<file path="config.mk">
export PLATFORM = sky130hd
export DESIGN_NAME = rop_req_sched
export DESIGN_NICKNAME = d
export VERILOG_FILES = /design/src/rtl/rop_req_sched.sv
export SDC_FILE = /design/constraint.sdc
export NUM_CORES = 1
export LEC_CHECK = 0
export BUFFER_PORTS_ARGS = -buffer_cell sky130_fd_sc_hd__buf_4
export CORE_AREA = 10 10 538 540
export DETAILED_ROUTE_END_ITERATION = 6
export DIE_AREA = 0 0 548 550
export SYNTH_ARGS = -nofsm -noshare
export SYNTH_HDL_FRONTEND = slang
export SYNTH_SLANG_ARGS = --single-unit
</file>
<file path="constraint.sdc">
create_clock -name clk -period 3.3 [get_ports clk]
set_input_delay 0.66 -clock clk [delete_from_list [all_inputs] [get_ports clk]]
set_output_delay 0.66 -clock clk [all_outputs]
set_load 0.005 [all_outputs]
</file>
<file path="src/rtl/rop_req_sched.sv">
// rop_req_sched
// Round-robin request scheduler in front of the ROP datapath. It accepts one
// multi-lane fragment quad at a time from NUM_REQS core-side ports and
// serializes its active lanes into single-pixel beats, one per cycle, lowest
// lane first.
//
// Ports
//   clk, reset_n            clock, asynchronous active-low reset
//   req_valid   [R]         per-port request valid
//   req_tmask   [R*L]       active lane mask (port p, lane l at bit p*L+l)
//   req_pos_x/y [R*L*DIM]   lane coordinates
//   req_color   [R*L*32]    lane RGBA8888
//   req_depth   [R*L*DEP]   lane depth
//   req_backface[R*L]       lane backface flag
//   req_ready   [R]         one-hot accept strobe
//   pix_valid/pix_ready     pixel beat handshake
//   pix_pos_x/y, pix_color, pix_depth, pix_backface   pixel data
//   pix_src                 originating port index
//   pix_last                final active lane of the current request
//   busy                    a request is held
//
// Optional feature: define ROP_SCHED_PERF_EN to add perf_pixels (pixel
// handshakes) and perf_stalls (cycles with pix_valid && !pix_ready).
`timescale 1ns/1ps
module rop_req_sched #(
  parameter int unsigned NUM_REQS   = 4,
  parameter int unsigned NUM_LANES  = 4,
  parameter int unsigned DIM_BITS   = 12,
  parameter int unsigned DEPTH_BITS = 24,
  localparam int unsigned SRC_BITS  = (NUM_REQS > 1) ? $clog2(NUM_REQS) : 1
) (
  input  logic                                 clk,
  input  logic                                 reset_n,
  input  logic [NUM_REQS-1:0]                  req_valid,
  input  logic [NUM_REQS*NUM_LANES-1:0]        req_tmask,
  input  logic [NUM_REQS*NUM_LANES*DIM_BITS-1:0]   req_pos_x,
  input  logic [NUM_REQS*NUM_LANES*DIM_BITS-1:0]   req_pos_y,
  input  logic [NUM_REQS*NUM_LANES*32-1:0]         req_color,
  input  logic [NUM_REQS*NUM_LANES*DEPTH_BITS-1:0] req_depth,
  input  logic [NUM_REQS*NUM_LANES-1:0]        req_backface,
  output logic [NUM_REQS-1:0]                  req_ready,
  output logic                                 pix_valid,
  input  logic                                 pix_ready,
  output logic [DIM_BITS-1:0]                  pix_pos_x,
  output logic [DIM_BITS-1:0]                  pix_pos_y,
  output logic [31:0]                          pix_color,
  output logic [DEPTH_BITS-1:0]                pix_depth,
  output logic                                 pix_backface,
  output logic [SRC_BITS-1:0]                  pix_src,
  output logic                                 pix_last,
  output logic                                 busy
`ifdef ROP_SCHED_PERF_EN
  ,
  output logic [31:0]                          perf_pixels,
  output logic [31:0]                          perf_stalls
`endif
);

  localparam int unsigned LANE_BITS = (NUM_LANES > 1) ? $clog2(NUM_LANES) : 1;

  typedef enum logic {IDLE = 1'b0, ISSUE = 1'b1} state_t;

  state_t                            state_q, state_d;
  logic [NUM_LANES*DIM_BITS-1:0]     ent_x_q, ent_x_d;
  logic [NUM_LANES*DIM_BITS-1:0]     ent_y_q, ent_y_d;
  logic [NUM_LANES*32-1:0]           ent_c_q, ent_c_d;
  logic [NUM_LANES*DEPTH_BITS-1:0]   ent_z_q, ent_z_d;
  logic [NUM_LANES-1:0]              ent_bf_q, ent_bf_d;
  logic [NUM_LANES-1:0]              rem_q, rem_d;
  logic [SRC_BITS-1:0]               src_q, src_d;
  logic [SRC_BITS-1:0]               rr_q, rr_d;

  logic [NUM_LANES-1:0]              lane_oh;
  logic [LANE_BITS-1:0]              lane_sel;
  logic                              gnt_found;
  logic [SRC_BITS-1:0]               gnt_idx;
  logic                              fire;
  logic                              window;
  logic                              accept;

  // Lowest remaining lane: isolate the lowest set bit, then encode it.
  assign lane_oh = rem_q & (~rem_q + NUM_LANES'(1));

  always_comb begin
    lane_sel = '0;
    for (int unsigned l = 0; l < NUM_LANES; l++) begin
      if (lane_oh[l]) lane_sel = LANE_BITS'(l);
    end
  end

  // Round-robin scan starting at rr_q, wrapping modulo NUM_REQS.
  always_comb begin
    int unsigned scan;
    scan      = 0;
    gnt_found = 1'b0;
    gnt_idx   = '0;
    for (int unsigned k = 0; k < NUM_REQS; k++) begin
      scan = 32'(rr_q) + k;
      if (scan >= NUM_REQS) scan = scan - NUM_REQS;
      if (!gnt_found && req_valid[SRC_BITS'(scan)]) begin
        gnt_found = 1'b1;
        gnt_idx   = SRC_BITS'(scan);
      end
    end
  end

  assign pix_valid    = (state_q == ISSUE);
  assign busy         = (state_q == ISSUE);
  assign pix_last     = (state_q == ISSUE) && $onehot(rem_q);
  assign pix_src      = src_q;
  assign pix_pos_x    = ent_x_q[lane_sel*DIM_BITS +: DIM_BITS];
  assign pix_pos_y    = ent_y_q[lane_sel*DIM_BITS +: DIM_BITS];
  assign pix_color    = ent_c_q[lane_sel*32 +: 32];
  assign pix_depth    = ent_z_q[lane_sel*DEPTH_BITS +: DEPTH_BITS];
  assign pix_backface = ent_bf_q[lane_sel];

  assign fire   = pix_valid && pix_ready;
  // A new request may be taken while idle or in the same cycle the final
  // beat of the held request hands off, giving bubble-free back-to-back.
  assign window = (state_q == IDLE) || (fire && pix_last);
  assign accept = window && gnt_found && reset_n;

  assign req_ready = accept ? (NUM_REQS'(1) << gnt_idx) : '0;

  always_comb begin
    state_d  = state_q;
    ent_x_d  = ent_x_q;
    ent_y_d  = ent_y_q;
    ent_c_d  = ent_c_q;
    ent_z_d  = ent_z_q;
    ent_bf_d = ent_bf_q;
    rem_d    = rem_q;
    src_d    = src_q;
    rr_d     = rr_q;

    if (fire) begin
      rem_d = rem_q & ~lane_oh;
      if (pix_last) state_d = IDLE;
    end

    if (accept) begin
      ent_x_d  = req_pos_x[gnt_idx*NUM_LANES*DIM_BITS +: NUM_LANES*DIM_BITS];
      ent_y_d  = req_pos_y[gnt_idx*NUM_LANES*DIM_BITS +: NUM_LANES*DIM_BITS];
      ent_c_d  = req_color[gnt_idx*NUM_LANES*32 +: NUM_LANES*32];
      ent_z_d  = req_depth[gnt_idx*NUM_LANES*DEPTH_BITS +: NUM_LANES*DEPTH_BITS];
      ent_bf_d = req_backface[gnt_idx*NUM_LANES +: NUM_LANES];
      rem_d    = req_tmask[gnt_idx*NUM_LANES +: NUM_LANES];
      src_d    = gnt_idx;
      rr_d     = (gnt_idx == SRC_BITS'(NUM_REQS-1)) ? '0 : gnt_idx + 1'b1;
      // An empty mask consumes the request without producing any beat.
      state_d  = (req_tmask[gnt_idx*NUM_LANES +: NUM_LANES] != '0) ? ISSUE : IDLE;
    end
  end

  always_ff @(posedge clk or negedge reset_n) begin
    if (!reset_n) begin
      state_q  <= IDLE;
      ent_x_q  <= '0;
      ent_y_q  <= '0;
      ent_c_q  <= '0;
      ent_z_q  <= '0;
      ent_bf_q <= '0;
      rem_q    <= '0;
      src_q    <= '0;
      rr_q     <= '0;
    end else begin
      state_q  <= state_d;
      ent_x_q  <= ent_x_d;
      ent_y_q  <= ent_y_d;
      ent_c_q  <= ent_c_d;
      ent_z_q  <= ent_z_d;
      ent_bf_q <= ent_bf_d;
      rem_q    <= rem_d;
      src_q    <= src_d;
      rr_q     <= rr_d;
    end
  end

`ifdef ROP_SCHED_PERF_EN
  logic [31:0] perf_pix_q;
  logic [31:0] perf_stall_q;

  always_ff @(posedge clk or negedge reset_n) begin
    if (!reset_n) begin
      perf_pix_q   <= '0;
      perf_stall_q <= '0;
    end else begin
      if (fire)                    perf_pix_q   <= perf_pix_q + 32'd1;
      if (pix_valid && !pix_ready) perf_stall_q <= perf_stall_q + 32'd1;
    end
  end

  assign perf_pixels = perf_pix_q;
  assign perf_stalls = perf_stall_q;
`endif

endmodule

</file>
==> out/results.tsv <==
metric	value	unit
Avg Cell Area, Syn	8.06	sq um
DRT iter0 DRCs	3588	
via count	33800	
final hold violation count	0	
#FFs+latches synth	333	
number of antenna violations at the first check in global routing	182	
f_max	274	MHz
Slew Viols, Final	0	
drt drc	0	
CP max FO	7	
largest net degree at the start of global routing	140	
wire length per cell	34.1	microns
Arr. time, crit path	2.99	ns
total grt overflow	0	
Seq/Total Area, Yosys	0.347	
leakage	21.6	nW
clock buffer depth	3	
Tot GR Track Use	0.172	
Post-synth EDFFs	0	
Final period util	1.10	
Final HPWL DP	234000	microns
cell area power density	1030	mW/mm^2
failing checks	negative setup slack	
Synth top area share	0.347	
ys async rst share	1.00	
Vias/cell	4.12	
WP data required	2.64	ns
share of cells above drive strength 1	0.465	
Fin Hold WS	0.0237	ns
largest area contributor in the netlist	dfrtp_1	
Tot Pwr	47.2	mW
Port-buffer cells	1408	
Nets	5716	
vias in the first global route	33300	
Worst-Margin Slew	1.40	ns
drt pass-1 iters	5	
CP Capture Type	output port	
Slowest Stage Delay on Critical Path	0.55	ns
H-tree depth	2	
critical setup path kind	flop to output port	
# hold bufs at CTS	0	
clk slew on worst S/H paths	0.06	ns
Top Ports	1409	
ranking of synthesized cells by area	dfrtp_1, a311oi_1, nand2_1	
CP bufs+invs	4	
Startpoint Class	flop	
post-route insts no fill	8200	
Initial Util	0.0862	
min Tclk post-route	3.65	ns
placed cells	8000	
max cap viols	0	
status	complete, but fails checks	
setup total negative slack	-14.45	ns
area growth from synthesis to layout	90.0	%
Die H	550	microns
kind of cell adding the most delay to the critical path	adder cells	
post-layout util	0.164	
top post-synthesis cells by count	nand2_1, dfrtp_1, and3_1, a211oi_1, a21o_1	
TritonCTS Buffers	45	
clk root buf	clkbuf_16	
Ys Warns	0	
Setup Skew	0.0271	ns
CTS tree	done	
maximum VDD drop	0.521	mV
Routed WL	280000	microns
Worst path slowest cell	fa_1	
net count after synthesis	4307	
total core area	0.278	sq mm
ys flop type	dfrtp_1	
Slew Limit Headroom	0.0676	
Worst Slack Setup Final	-0.345	ns
Skew-Pair Late Insertion Delay	0.68	ns
cells along the critical path	inv_2 -> fa_1 -> inv_2 -> ha_4 -> ha_4 -> o31a_1 -> nor2_2 -> buf_6 -> and2_4 -> buf_6	
Placement Rows	194	
CTS sink cnt	333	
Die X	548	microns
top-count cell post-synth	nand2_1	
Yosys cell types	37	
final setup vio count	86	
RePlAce Congestion	0.933	
total die area	0.301	sq mm
RSZ-0062 raised after global routing	yes	
Mapped Area	0.0240	sq mm
global-route wire length before repair	347000	microns
Detail Route Antenna Nets	0	
worst hold path class	input pin to asynchronous set/reset pin	
post-synthesis instance total	2978	
[timing repair]
action	4_1_cts	5_1_grt
buffers inserted	42	24
gates cloned	10	9
endpoints found under the setup margin	86	135
gates resized for setup	282	197
pin swaps	101	85
[flip-flops by register name (all words and copies together) (netlist names)]
signal	flops
ent_bf_q	4
ent_c_q	128
ent_z_q	96
busy	1
rem_q	4
ent_x_q	48
rr_q	2
ent_y_q	48
pix_src	2
[per-stage QoR]
stage               setup slack, ns  cell area, sq um
floorplan                     0.318             24000
global placement            -0.0277             40400
detailed placement          -0.0321             40400
CTS                          -0.369             44200
global route                 -0.469             45500
finish                       -0.345             45600
[routing by layer]
layer	track usage	up-vias	share of wire
met3	0.0746	451	0.11
li1	-	14300	-
met1	0.196	16800	0.38
met5	0	-	0.0023
met4	0.0561	94	0.042
met2	0.287	2160	0.47
[power by group]
| part | internal [mW] | total, mW | switching [mW] |
|---|---|---|---|
| Sequential | 6.12 | 8.61 | 2.49 |
| Combinational | 14.2 | 33.0 | 18.7 |
| Clock | 3.27 | 5.60 | 2.32 |
[cells by family after synthesis]
| group | after synthesis | synth area share |
|---|---|---|
| buffers and inverters | 380 | 0.0647 |
| adders and majority gates | 10 | 0.00552 |
| AOI/OAI and AO/OA | 1242 | 0.388 |
| DFF | 333 | 0.347 |
| muxes | 2 | 0.000834 |
| and+or+nand+nor | 1011 | 0.194 |
[worst paths after layout]
| path | cells past startpoint | slack [ns] | startpoint | end |
|---|---|---|---|---|
| hold / removal | 2 | 0.02 | reset_n | ent_z_q[38] |
| max in group asynchronous | 3 | 1.79 | reset_n | ent_c_q[114] |
| hold reg to reg | 1 | 0.48 | ent_x_q[34] | ent_x_q[34] |
| min in group clk | 4 | 0.37 | pix_ready | rem_q[3] |
| setup reg to reg | 14 | 0.02 | rem_q[0] | ent_c_q[39] |
| setup / recovery | 10 | -0.35 | rem_q[0] | req_ready[3] |
[cells in the final DEF, fill, tap and decap left out, drive strengths merged, types with 2 or more instances in the layout]
cell type  instances
ha                 9
and2               7
nand3              3
a21oi             85
bufbuf             4
clkinvlp           4
a211oi           328
buf             1719
nand2            663
mux2i              2
nor2               3
clkinv            10
nor2b              3
inv               13
a311oi           324
a21o             326
o21ai              6
a31o               3
and3             329
clkbuf            66
diode             55
o22ai            161
dfrtp            333
bufinv             7
[cell type report]
class | instances | area [sq um]
sequential | 333 | 8330
tap | 3724 | 4660
clock inverter | 24 | 368
timing repair buffer | 1732 | 14700
fill | 31700 | 233000
antenna | 55 | 138
inverter | 10 | 61.3
multi-input combinational | 2265 | 16100
clock buffer | 57 | 1260
Note: power is estimated with default switching activity, not from simulation.
